### config.mk
export PLATFORM = sky130hd
export DESIGN_NAME = memwb_block
export DESIGN_NICKNAME = d
export VERILOG_FILES = /design/src/rtl/memwb_block_pkg.sv /design/src/rtl/memwb_block_forward_unit.sv /design/src/rtl/memwb_block.sv
export SDC_FILE = /design/constraint.sdc
export NUM_CORES = 1
export LEC_CHECK = 0
export BUFFER_PORTS_ARGS = -buffer_cell sky130_fd_sc_hd__buf_2
export CAP_MARGIN = 40
export CORE_UTILIZATION = 43
export DETAILED_ROUTE_END_ITERATION = 8
export PLACE_DENSITY = 0.8
export SETUP_SLACK_MARGIN = 0.4
export SLEW_MARGIN = 20
export SYNTH_ARGS = -nofsm -noshare
export SYNTH_HDL_FRONTEND = slang
export SYNTH_HIERARCHICAL = 1
export SYNTH_SLANG_ARGS = --single-unit
### constraint.sdc
create_clock -name CLK -period 2.05 [get_ports CLK]
set_clock_uncertainty 0.15 [all_clocks]
set_input_delay 0.1025 -clock CLK [delete_from_list [all_inputs] [get_ports CLK]]
set_output_delay 0.1025 -clock CLK [all_outputs]
set_load 0.005 [all_outputs]
### src/rtl/memwb_block_pkg.sv
// Shared constants and forwarding-select encoding for the MEM/WB back end.
package memwb_block_pkg;

  localparam int XLEN     = 32;
  localparam int REGADDRW = 5;

  typedef enum logic [1:0] {
    FWD_REG = 2'b00,
    FWD_WB  = 2'b01,
    FWD_MEM = 2'b10
  } fwd_sel_e;

  // A matching load in MEM has no usable value yet, so it blocks the older WB copy too.
  function automatic logic [1:0] fwd_select(input logic mem_hit, input logic mem_is_load,
                                            input logic wb_hit);
    fwd_sel_e sel;
    if (mem_hit) begin
      sel = mem_is_load ? FWD_REG : FWD_MEM;
    end else if (wb_hit) begin
      sel = FWD_WB;
    end else begin
      sel = FWD_REG;
    end
    return sel;
  endfunction

endpackage

### src/rtl/memwb_block_forward_unit.sv
// Combinational EX-stage operand forwarding selects and the load-use stall request.
module memwb_block_forward_unit #(
  parameter int REGADDRW = memwb_block_pkg::REGADDRW
) (
  input  logic                mem_valid,
  input  logic                mem_reg_write,
  input  logic                mem_dmem_reb,
  input  logic [REGADDRW-1:0] mem_rd,
  input  logic                wb_write,
  input  logic [REGADDRW-1:0] wb_rd,
  input  logic                ex_valid,
  input  logic                ex_reg_write,
  input  logic                ex_dmem_reb,
  input  logic [REGADDRW-1:0] ex_rd,
  input  logic [REGADDRW-1:0] ifid_rs1,
  input  logic [REGADDRW-1:0] ifid_rs2,
  input  logic [REGADDRW-1:0] idex_rs1,
  input  logic [REGADDRW-1:0] idex_rs2,
  output logic [1:0]          forward_a,
  output logic [1:0]          forward_b,
  output logic                load_use_stall
);
  import memwb_block_pkg::*;

  logic mem_src;
  logic ex_load_src;

  always_comb begin
    mem_src     = mem_valid & mem_reg_write & (mem_rd != '0);
    ex_load_src = ex_valid & ~ex_dmem_reb & ex_reg_write & (ex_rd != '0);

    forward_a = fwd_select(mem_src & (mem_rd == idex_rs1), ~mem_dmem_reb,
                           wb_write & (wb_rd == idex_rs1));
    forward_b = fwd_select(mem_src & (mem_rd == idex_rs2), ~mem_dmem_reb,
                           wb_write & (wb_rd == idex_rs2));

    load_use_stall = ex_load_src & ((ex_rd == ifid_rs1) | (ex_rd == ifid_rs2));
  end

endmodule

### src/rtl/memwb_block.sv
// EX/MEM and MEM/WB pipeline registers, writeback mux and regfile write port.
module memwb_block #(
  parameter int XLEN     = memwb_block_pkg::XLEN,
  parameter int REGADDRW = memwb_block_pkg::REGADDRW
) (
  input  logic                CLK,
  input  logic                RST,
  input  logic                EXValid,
  input  logic                EXRegWrite,
  input  logic [REGADDRW-1:0] EXrd,
  input  logic [XLEN-1:0]     EXALUOUT,
  input  logic                EXDmem1ALUOUT,
  input  logic                EXDmemREB,
  input  logic [XLEN-1:0]     DmemRdata,
  input  logic [REGADDRW-1:0] IFIDrs1,
  input  logic [REGADDRW-1:0] IFIDrs2,
  input  logic [REGADDRW-1:0] IDEXrs1,
  input  logic [REGADDRW-1:0] IDEXrs2,
  output logic [XLEN-1:0]     MEMALUOUT,
  output logic                RegWrite,
  output logic [REGADDRW-1:0] rd,
  output logic [XLEN-1:0]     regfile_indata,
  output logic [1:0]          ForwardA,
  output logic [1:0]          ForwardB,
  output logic                LoadUseStall
);

  logic                mem_valid_d, mem_valid_q;
  logic                mem_reg_write_d, mem_reg_write_q;
  logic [REGADDRW-1:0] mem_rd_d, mem_rd_q;
  logic [XLEN-1:0]     mem_aluout_d, mem_aluout_q;
  logic                mem_sel_dmem_d, mem_sel_dmem_q;
  logic                mem_dmem_reb_d, mem_dmem_reb_q;

  logic                wb_valid_d, wb_valid_q;
  logic                wb_reg_write_d, wb_reg_write_q;
  logic [REGADDRW-1:0] wb_rd_d, wb_rd_q;
  logic [XLEN-1:0]     wb_data_d, wb_data_q;

  always_comb begin
    // A bubble drops its write enable here so it can neither write nor forward later.
    mem_valid_d     = EXValid;
    mem_reg_write_d = EXValid & EXRegWrite;
    mem_rd_d        = EXrd;
    mem_aluout_d    = EXALUOUT;
    mem_sel_dmem_d  = EXDmem1ALUOUT;
    mem_dmem_reb_d  = EXDmemREB;

    wb_valid_d      = mem_valid_q;
    wb_reg_write_d  = mem_reg_write_q;
    wb_rd_d         = mem_rd_q;
    wb_data_d       = mem_sel_dmem_q ? DmemRdata : mem_aluout_q;
  end

  always_ff @(posedge CLK) begin
    if (RST) begin
      mem_valid_q     <= 1'b0;
      mem_reg_write_q <= 1'b0;
      mem_rd_q        <= '0;
      mem_aluout_q    <= '0;
      mem_sel_dmem_q  <= 1'b0;
      mem_dmem_reb_q  <= 1'b1;
      wb_valid_q      <= 1'b0;
      wb_reg_write_q  <= 1'b0;
      wb_rd_q         <= '0;
      wb_data_q       <= '0;
    end else begin
      mem_valid_q     <= mem_valid_d;
      mem_reg_write_q <= mem_reg_write_d;
      mem_rd_q        <= mem_rd_d;
      mem_aluout_q    <= mem_aluout_d;
      mem_sel_dmem_q  <= mem_sel_dmem_d;
      mem_dmem_reb_q  <= mem_dmem_reb_d;
      wb_valid_q      <= wb_valid_d;
      wb_reg_write_q  <= wb_reg_write_d;
      wb_rd_q         <= wb_rd_d;
      wb_data_q       <= wb_data_d;
    end
  end

  // Writes to x0 never reach the regfile, which also keeps them out of WB forwarding.
  assign RegWrite       = wb_valid_q & wb_reg_write_q & (wb_rd_q != '0);
  assign rd             = wb_rd_q;
  assign regfile_indata = wb_data_q;
  assign MEMALUOUT      = mem_aluout_q;

  memwb_block_forward_unit #(
    .REGADDRW(REGADDRW)
  ) u_forward_unit (
    .mem_valid     (mem_valid_q),
    .mem_reg_write (mem_reg_write_q),
    .mem_dmem_reb  (mem_dmem_reb_q),
    .mem_rd        (mem_rd_q),
    .wb_write      (RegWrite),
    .wb_rd         (wb_rd_q),
    .ex_valid      (EXValid),
    .ex_reg_write  (EXRegWrite),
    .ex_dmem_reb   (EXDmemREB),
    .ex_rd         (EXrd),
    .ifid_rs1      (IFIDrs1),
    .ifid_rs2      (IFIDrs2),
    .idex_rs1      (IDEXrs1),
    .idex_rs2      (IDEXrs2),
    .forward_a     (ForwardA),
    .forward_b     (ForwardB),
    .load_use_stall(LoadUseStall)
  );

endmodule

---- Word level (Yosys, flattened, before mapping) ----
Cells that the tools add are included.
operators by class
  equality and inequality tests ........... 6
  mux-type cells .......................... 6
  bitwise operators ....................... 15
  reduce and logical (&&, ||, !) cells .... 3
operators by type and width
  cell                 count
  two-way mux 32 bit   1
  equality test 5 bit  6
  nonzero test 5 bit   3
  AND 1 bit            13
  two-way mux 2 bit    3
  two-way mux 1 bit    2
  inverter 1 bit       1
  OR 1 bit             1
word-level totals
  register bits ........................... 80
  output and inout port bits .............. 75
  logic and storage cells ................. 40

---- Depth between registers and ports, before layout ----
Gate-level depths: netlist (run 1).
  word-level depth ........................ 5
  mapped depth ............................ 4
  mapped depth without buffers ............ 4

---- Cells and area by module ----
The synthesis (run 1) kept the hierarchy.
by module, submodules not included
  module                    times used  cells each  area an instance (um^2)  seq. area each (um^2)
  memwb_block               1           206         2437.3                   1601.5
  memwb_block_forward_unit  1           53          392.9                    0.0

---- Worst setup path before layout (run 1) ----
Ideal clock, no wire load.
  path type ............................... register to output
  from .................................... register mem_rd_q[1]
  to ...................................... output ForwardA[1]
  data arrival time ....................... 1.241 ns
  required time ........................... 1.798 ns
  path slack .............................. 0.556 ns
  stages on the path, launching flop included .. 5
  cells stage by stage .................... dfxtp_1 > or4_1 > o211ai_2 > nor4_1 > and2_1
on the way
  word-level cells in the longest chain between the ends .. 4
  elaborated cells between the ends (all ways) .. 5
  classes of those cells .................. eq/ne: 1; mux: 1; bitwise: 2; reduce/logical: 1
RTL lines
  what                    line                            RTL
  start, declared         memwb_block.sv:30               logic [REGADDRW-1:0] mem_rd_d, mem_rd_q;
  start signal, assigned  memwb_block.sv:70               mem_rd_q <= mem_rd_d;
  nonzero test 5 bit      memwb_block_forward_unit.sv:29  mem_src = mem_valid & mem_reg_write & (mem_rd != '0);
  AND 1 bit               memwb_block_forward_unit.sv:29
  AND 1 bit *             memwb_block_forward_unit.sv:32  forward_a = fwd_select(mem_src & (mem_rd == idex_rs1), ~mem_dmem_reb,
  two-way mux 2 bit *     memwb_block_pkg.sv:17           if (mem_hit) begin
  end, declared           memwb_block.sv:23               output logic [1:0] ForwardA,
Mark *: on every way between the ends. The rest lies on a longest branch, timed or not.

---- Worst setup path in the final report (run 1) ----
  from .................................... register mem_rd_q[1]
  to ...................................... output ForwardB[1]
on the way
  word-level cells in the longest chain between the ends .. 4
  elaborated cells between the ends (all ways) .. 5
  classes of those cells .................. eq/ne: 1; mux: 1; bitwise: 2; reduce/logical: 1
RTL lines
  what                 line                            RTL
  nonzero test 5 bit   memwb_block_forward_unit.sv:29
  AND 1 bit            memwb_block_forward_unit.sv:29
  AND 1 bit *          memwb_block_forward_unit.sv:34  forward_b = fwd_select(mem_src & (mem_rd == idex_rs2), ~mem_dmem_reb,
  two-way mux 2 bit *  memwb_block_pkg.sv:17
  end, declared        memwb_block.sv:24               output logic [1:0] ForwardB,
Marked as above.

==> metrics.md, run 1 <==
| Metric | Value |
|---|---|
| Outcome | finished clean |
| RSZ-0062 raised after global routing | yes |
| Fin nets | 603 |
| Placed cell count | 496 |
| Startpoint types | flip-flop |
| Iteration-0 DRC count of the detailed router | 57 |
| Die width | 83.1 um |
| Yosys Warn Count | 6 |
| Share of layout cells above drive strength 1 | 39.6% |
| Register area share after synthesis | 56.6% |
| Max Freq | 505 MHz |
| Vias in the first global route | 2720 |
| DR WL/cell | 13.5 um |
| Diodes inserted | 0 |
| Initial core utilization | 44.6% |
| Yosys reg bits | 80 |
| CTS Sinks | 80 |
| Post-synth cell types | 23 |
| Placed wire-length estimate | 4950 um |
| Crit-path max FO | 2 |
| Hold path cells | 2 |
| Syn Area/Cell | 10.9 um^2 |
| Initial antenna violation count | 0 |
| H-tree depth | 3 |
| Most frequent cells in the layout | buf_2 (169), dfxtp_1 (74), dlygate4sd3_1 (74) |
| Pins Over Slew Limit | 0 |
| Power per standard cell area | 741 mW/mm^2 |
| Final setup fails | 0 |
| Slew headroom | 59.5% |
| Clock-pin transition on the worst setup and hold timing paths | 0.08 ns |
| Synth Instances | 259 |
| Peak VDD IR | 0.000586 V |
| CTS tree | done |
| Max_cap viols | 0 |
| First-pass GRT wire length | 12600 um |
| Worst hold slack | 0.110 ns |
| Core outline area | 0.00635 mm^2 |
| Die Y | 83.1 um |
| Hold Vio Cnt, Final | 0 |
| Worst-Margin Slew | 0.608 ns |
| Inserted Clock Buffers | 9 |
| Port bufs | 169 |
| CTS Root Buffer Type | clkbuf_8 |
| Ports | 170 |
| Row count | 29 |
| Antenna Nets Post-Route | 0 |
| DRC viols | 0 |
| Reg2reg path depth | 3 |
| Gr usage total | 23.2% |
| Critical Path AT | 1.73 ns |
| GR Overflow Total | 0 |
| Largest net degree at the start of global routing | 34 |
| Hold Path Class | input pin to flip-flop |
| Die area | 0.00691 mm^2 |
| DRT Wirelength | 7980 um |
| Via density | 4.55 |
| First drt pass iteration count | 4 |
| Syn_nets | 354 |
| Period utilization | 96.7% |
| Worst-Skew Late Latency | 0.33 ns |
| Req. time, crit path | 1.80 ns |
| Vias | 2686 |
| Critical path capture point type | primary output |
| Static leakage | 2.34 nW |
| Commonest non-fill, non-tap cell in the layout | buf_2 |
| Final Non-Filler Cells | 590 |
| FILL cells | 432 |
| Clock Path Buffers | 2 |
| Final min period | 1.98 ns |
| Post-Syn Area | 0.00283 mm^2 |
| Crit path kind | flip-flop to primary output |
| Syn-to-layout area delta | 69.6% |
| RePlAce Congestion | 1.06 |
| Setup TNS | 0 ns |
[registers in the layout (all words and copies together) (netlist names)]
register         flops
wb_valid_q           1
mem_reg_write_q      1
mem_rd_q             5
mem_dmem_reb_q       1
mem_valid_q          1
regfile_indata      32
rd                   5
wb_reg_write_q       1
MEMALUOUT           32
mem_sel_dmem_q       1
[per-stage QoR]
stage / util (%) / cell area, um^2 / power (mW) / setup WS [ns]
final: 75.6 / 4800 / 3.56 / 0.0685
after global routing: 75.6 / 4800 / 3.72 / 0.0177
after CTS: 75.3 / 4780 / 3.58 / 0.0661
after detailed placement: 59.0 / 3750 / 2.09 / 0.393
after global placement: 59.0 / 3750 / 2.08 / 0.407
after floorplan: - / 2830 / 1.89 / 0.556
[report_power, final]
part	total, mW	switching, mW	leakage, nW	internal, mW
combinational	0.506	0.197	1.55	0.309
clock	1.37	0.524	0.124	0.843
sequential	1.68	0.0456	0.665	1.64
total	3.56	0.767	2.34	2.79
[worst paths after layout]
| kind | start | slack (ns) | endpoint |
|---|---|---|---|
| worst max register to register | mem_sel_dmem_q | 0.66 | regfile_indata[19] |
| worst max-delay path | mem_rd_q[1] | 0.07 | ForwardB[1] |
| worst min-delay path | RST | 0.11 | regfile_indata[4] |
| worst min register to register | MEMALUOUT[16] | 0.34 | regfile_indata[16] |
[critical path: stages, from the launching register on]
cell and delay (ns):
dfxtp_2 0.32, or4_4 0.54, o211ai_4 0.20, nor4_2 0.08, and2_1 0.14, buf_2 0.12
[final cells by class]
cell class / count / area, um^2 / share of cell area (%)
Multi-Input combinational cell: 167 / 1190 / 24.7
Clock inverter: 5 / 104 / 2.16
Timing Repair Buffer: 250 / 1660 / 34.7
Sequential cell: 80 / 1610 / 33.5
Clock buffer: 11 / 141 / 2.95
Tap cell: 77 / 96.3 / 2.01
[metal layers]
metal / up-vias / track usage (%) / wire (um)
li1: 1333 / - / -
met3: 12 / 4.87 / 476
met1: 1211 / 23.7 / 3120
met5: - / 0 / 0
met4: 0 / 9.25 / 132
met2: 130 / 45.4 / 4250
[cells in the mapped netlist (all sizes together)]
cell,n,area share [%]
or2,1,0.22
and2,3,0.66
a21oi,1,0.18
o311a,1,0.35
mux2i,32,11
nand3,6,1.1
or3,1,0.22
and2b,3,0.80
or4,2,0.53
o21ai,1,0.18
nor2b,43,9.5
nor3,2,0.35
nor2,35,4.6
buf,7,2.0
nand2,1,0.13
clkbuf,5,0.66
dfxtp,80,57
xnor2,12,3.7
o211ai,1,0.44
nor4,4,0.88
xor2,18,5.6
[cell families (layout without fill, tap and decap cells)]
logic type | after synthesis | in the layout | synth area share [%]
AOI/OAI and AO/OA | 4 | 4 | 1.15
DFF | 80 | 80 | 56.6
muxes | 32 | 32 | 11.3
buffers and inverters | 12 | 266 | 2.65
xor gates and xnor gates | 30 | 30 | 9.28
and+or+nand+nor | 101 | 101 | 19.0
[repair_timing]
action	in CTS	in global routing
endpoints found under the hold margin	73	0
pin swaps	9	4
hold buffers	74	0
buffers inserted	4	0
cloned	0	0
resized for setup	7	3
endpoints found under the setup margin	5	6
(Power assumes the default switching activity.)
==> run 2: changes to the inputs <==
Settings changed: SETUP_SLACK_MARGIN 0.4 to 0.15.
==> metrics.md, run 2 (synthesis results as in run 1) <==
| Metric | Value |
|---|---|
| Row count | 29 |
| Die width | 83.1 um |
| DRT Wirelength | 8020 um |
| Startpoint types | flip-flop |
| Final setup fails | 0 |
| Diodes inserted | 0 |
| RSZ-0062 raised after global routing | yes |
| Reg2Reg Setup Slack | 0.66 ns |
| Critical Path AT | 1.73 ns |
| Outcome | finished clean |
| DRC viols | 0 |
| RePlAce Congestion | 1.06 |
| Post-Place Cell Area | 0.00375 mm^2 |
| R2r startpoint | mem_sel_dmem_q |
| Power, Total | 3.56 mW |
| Comb pwr share | 14.2% |
| Peak VDD IR | 0.000585 V |
| Hold Path Class | input pin to flip-flop |
| CTS tree | done |
| Largest net degree at the start of global routing | 34 |
| FILL cells | 436 |
| Critical path capture point type | primary output |
| Reg2reg path depth | 3 |
| Worst hold slack | 0.0884 ns |
| Die Y | 83.1 um |
| Share of power burned in registers | 47.3% |
| First drt pass iteration count | 4 |
| CTS Root Buffer Type | clkbuf_8 |
| Initial core utilization | 44.6% |
| Ports | 170 |
| Iteration-0 DRC count of the detailed router | 56 |
| Vias in the first global route | 2747 |
| NetSw | 768 uW |
| DR WL/cell | 13.6 um |
| Static leakage | 2.35 nW |
| Final Non-Filler Cells | 590 |
| Syn-to-layout area delta | 69.8% |
| Die area | 0.00691 mm^2 |
| H-tree depth | 3 |
| CTS Sinks | 80 |
| Hold Crit Start | EXrd[1] |
| Crit path kind | flip-flop to primary output |
| Most frequent cells in the layout | buf_2 (168), dfxtp_1 (74), dlygate4sd3_1 (73) |
| GR Overflow Total | 0 |
| Pint | 2.79 mW |
| Vias | 2692 |
| Worst-Skew Late Latency | 0.33 ns |
| Initial antenna violation count | 0 |
| Commonest non-fill, non-tap cell in the layout | buf_2 |
| Crit-path max FO | 2 |
| Finished Cell Area | 0.00481 mm^2 |
| Via density | 4.56 |
| Placed cell count | 496 |
| Hold path endpoint | mem_rd_q[1] |
| Clock-pin transition on the worst setup and hold timing paths | 0.07 ns |
| Clock Path Buffers | 2 |
| Max Freq | 504 MHz |
| Port bufs | 169 |
| Period utilization | 96.7% |
| First-pass GRT wire length | 12700 um |
| Slew headroom | 60.3% |
| Power per standard cell area | 741 mW/mm^2 |
| Switching share of power | 21.6% |
| Worst-Margin Slew | 0.595 ns |
| Max_cap viols | 0 |
| Clock Power Share | 38.4% |
| Hold Vio Cnt, Final | 0 |
| Share of layout cells above drive strength 1 | 39.6% |
| Fin nets | 603 |
| Pins Over Slew Limit | 0 |
| Inserted Clock Buffers | 9 |
| Final min period | 1.98 ns |
| Setup TNS | 0 ns |
| Req. time, crit path | 1.80 ns |
| Worst path cell trace | or4_4 -> o211ai_4 -> nor4_2 -> and2_1 -> buf_2 |
| CP peak stage delay | 0.54 ns |
| Core outline area | 0.00635 mm^2 |
| Gr usage total | 23.4% |
| Antenna Nets Post-Route | 0 |
| Placed wire-length estimate | 4950 um |
| Hold path cells | 3 |
| Crit-path slowest cell | or4_4 |
| Reg-to-Reg End | regfile_indata[19] |
==> run 2: cell types whose count changed in the layout (fill, tap and decap cells not counted), sizes merged <==
cell	previous run	this run
dlygate4sd3	74	73
dlymetal6s4s	0	1
==> run 2: worst max-delay path by stage <==
stage / slack [ns] / end / depth (start not counted) / startpoint
final: 0.07 / ForwardB[1] / 5 / mem_rd_q[1]
after global routing: 0.02 / ForwardA[1] / 5 / mem_rd_q[0]
after CTS: 0.07 / ForwardA[1] / 5 / mem_rd_q[1]
after detailed placement: 0.39 / ForwardA[1] / 5 / mem_rd_q[1]
after global placement: 0.41 / ForwardB[1] / 5 / mem_rd_q[1]
after floorplan: 0.56 / ForwardA[1] / 4 / mem_rd_q[1]
==> run 2: worst max-delay path, delay by kind of cell (launching register included) <==
kind	cells	cell delay [ns]
AOI/OAI and AO/OA	1	0.20
and+or+nand+nor	3	0.76
DFF	1	0.33
buffers and inverters	1	0.12
==> run 2: metrics by stage <==
stage	utilization, %	worst slack [ns]
after floorplan	-	0.556
after global placement	59.0	0.407
after detailed placement	59.0	0.393
after CTS	75.3	0.0661
after global routing	75.7	0.0177
final	75.7	0.0675
==> run 2: power groups by stage <==
stage,registers [mW],logic [mW],clock network [mW]
3_3_place_gp,1.71,0.367,0
6_report,1.68,0.507,1.37
5_1_grt,1.69,0.546,1.48
2_1_floorplan,1.72,0.169,0
4_1_cts,1.68,0.494,1.41
3_5_place_dp,1.72,0.373,0
==> run 2: metal layers <==
metal	share of wire [%]	global-route usage (%)	vias to the layer above
li1	-	-	1333
met1	39	24.2	1221
met2	53	45.4	126
met3	5.5	4.77	12
met4	1.6	9.25	0
met5	0	0	-
==> run 2: final cells by class <==
class                      count  area [um^2]  area share, %
clock buffer                  11          141           2.94
clock inverter                 5          104           2.16
multi-input combinational    167         1180           24.6
sequential                    80         1610           33.5
tap                           77         96.3           2.00
timing repair buffer         250         1670           34.8
==> run 2: repair_timing <==
item                                    CTS  global route
endpoints found under the setup margin    4             5
hold endpoints to repair                 73             0
buffers inserted                          4             0
pin swaps                                 9             5
hold buffers                             74             0
gates resized for setup                   7             7
==> run 3: changes to the inputs <==
Settings changed: ABC_AREA from default to 1, CORE_UTILIZATION 43 to 44, PLACE_DENSITY 0.8 to 0.79.
==> metrics.md, run 3 <==
| Metric | Value |
|---|---|
| Outcome | finished clean |
| Initial antenna violation count | 0 |
| Power per standard cell area | 695 mW/mm^2 |
| Ports | 170 |
| First-pass GRT wire length | 14100 um |
| Vias | 3434 |
| Synth Instances | 425 |
| Reg2reg path depth | 3 |
| Crit path kind | input pin to primary output |
| Top cells by area, synth | dfxtp_1 (52%), nor2_1 (17%), inv_1 (9.1%), nand2_1 (6.1%), o21ai_0 (4.2%) |
| CTS Sinks | 80 |
| Gr usage total | 24.8% |
| Critical Path AT | 1.50 ns |
| Die Y | 85.7 um |
| Final setup fails | 0 |
| Diodes inserted | 0 |
| Period utilization | 85.7% |
| Top FF cell, synth | dfxtp_1 |
| Post-Syn Area | 0.00308 mm^2 |
| Max Freq | 569 MHz |
| RePlAce Congestion | 0.916 |
| Met3 routed WL | 535 um |
| Initial core utilization | 45.4% |
| Top sig layer | met4 |
| Core outline area | 0.00679 mm^2 |
| Commonest non-fill, non-tap cell in the layout | buf_2 |
| Via density | 4.47 |
| Pins Over Slew Limit | 0 |
| Largest net degree at the start of global routing | 33 |
| Most frequent cells in the layout | buf_2 (169), nor2_1 (137), dfxtp_1 (75), inv_1 (75), dlygate4sd3_1 (73) |
| Inserted Clock Buffers | 9 |
| Antenna Nets Post-Route | 0 |
| Req. time, crit path | 1.80 ns |
| R2r startpoint | mem_sel_dmem_q |
| Final min period | 1.76 ns |
| Crit-path max FO | 4 |
| Vias in the first global route | 3247 |
| Area share of the largest cell type after synthesis | 51.9% |
| H-tree depth | 3 |
| Setup TNS | 0 ns |
| Worst-Margin Slew | 0.605 ns |
| Syn Area/Cell | 7.26 um^2 |
| Syn_nets | 520 |
| Register area share after synthesis | 51.9% |
| Iteration-0 DRC count of the detailed router | 161 |
| Post-synth top cells | nor2_1 (137), dfxtp_1 (80), inv_1 (75) |
| CTS Root Buffer Type | clkbuf_8 |
| Clock-pin transition on the worst setup and hold timing paths | 0.10 ns |
| Hold Crit Start | RST |
| FILL cells | 483 |
| Crit path from | EXrd[3] |
| Hold path endpoint | MEMALUOUT[19] |
| Reg2Reg Setup Slack | 0.81 ns |
| Yosys Warn Count | 6 |
| CTS tree | done |
| Placed wire-length estimate | 5640 um |
| Reg-to-Reg End | regfile_indata[3] |
| Max_cap viols | 0 |
| First drt pass iteration count | 7 |
| Syn-to-layout area delta | 59.4% |
| Slew headroom | 59.6% |
| Met2 Wirelength | 5050 um |
| Ys async rst share | 0% |
| Port bufs | 169 |
| Critical path capture point type | primary output |
| Die width | 85.7 um |
| Row count | 30 |
| Clock Path Buffers | 2 |
| Yosys reg bits | 80 |
| Die area | 0.00735 mm^2 |
| DRC viols | 0 |
| Post-synth cell types | 21 |
| Peak VDD IR | 0.000371 V |
| Share of layout cells above drive strength 1 | 30.2% |
| Fin nets | 762 |
| Startpoint types | input pin |
| Post-synth EDFFs | 0 |
| DR WL/cell | 12.1 um |
| GR Overflow Total | 0 |
| Static leakage | 2.74 nW |
| Cell taking the most area after synthesis | dfxtp_1 |
| Hold Vio Cnt, Final | 0 |
| Worst hold slack | 0.0451 ns |
| Most numerous cell in the Yosys netlist | nor2_1 |
| DRT Wirelength | 9270 um |
| Hold Path Class | input pin to flip-flop |
| Hold path cells | 3 |
| Metal-1 WL | 3350 um |
| RSZ-0062 raised after global routing | no |
| Worst-Skew Late Latency | 0.34 ns |
[run 3: timing repair]
item / CTS / global route
endpoints found under the setup margin: 0 / 2
endpoints found under the hold margin: 73 / 0
setup buffers: 0 / 0
gates resized for setup: 0 / 8
hold buffers: 73 / 0
[run 3: worst max-delay path: stages]
cell	delay [ns]
dlygate4sd3_1	0.53
buf_2	0.14
inv_1	0.07
nand2_1	0.06
nand2_1	0.05
nor2_1	0.15
nand3_1	0.11
a21oi_1	0.16
buf_2	0.14
[run 3: metrics by stage]
stage / cell area (um^2) / instances / utilization [%] / worst slack (ns) / total power [mW]
2_1_floorplan: 3080 / 425 / - / 0.803 / 1.91
5_1_grt: 4920 / 768 / 72.4 / 0.167 / 3.58
3_3_place_gp: 3960 / 679 / 58.3 / 0.721 / 2.10
6_report: 4920 / 768 / 72.4 / 0.294 / 3.42
4_1_cts: 4900 / 768 / 72.2 / 0.244 / 3.42
3_5_place_dp: 3960 / 679 / 58.3 / 0.630 / 2.11
[run 3: worst max path at each step]
stage	to	cells after the start
floorplan	ForwardA[0]	8
global placement	ForwardA[0]	9
detailed placement	ForwardA[0]	9
CTS	ForwardA[0]	9
global route	ForwardA[0]	9
finish	LoadUseStall	9
[run 3: cell type report]
cell class / instances / area, um^2 / area share, %
Sequential cell: 80 / 1620 / 32.9
Timing Repair Buffer: 245 / 1600 / 32.5
Multi-Input combinational cell: 252 / 1070 / 21.9
Inverter: 79 / 297 / 6.03
Clock buffer: 9 / 124 / 2.52
Tap cell: 96 / 120 / 2.44
Clock inverter: 7 / 86.3 / 1.76
[run 3: routing by layer]
layer | vias to the layer above | global-route usage [%]
met1 | 1525 | 23.4
met3 | 31 | 5.77
met2 | 146 | 49.0
li1 | 1732 | -
met4 | 0 | 13.3
met5 | - | 0
[run 3: power by group]
group / total, mW / switching (mW) / internal [mW]
combinational: 0.524 / 0.245 / 0.280
clock: 1.21 / 0.624 / 0.590
sequential: 1.68 / 0.0394 / 1.64
total: 3.42 / 0.908 / 2.51
[run 3: cell families (layout without fill, tap and decap cells)]
logic type,count (synthesis),count (layout),synth area share (%)
compound gates,39,39,6.57
buf+inv,93,340,13.2
flops,80,80,51.9
simple gates,206,206,26.3
xor+xnor,7,7,1.99
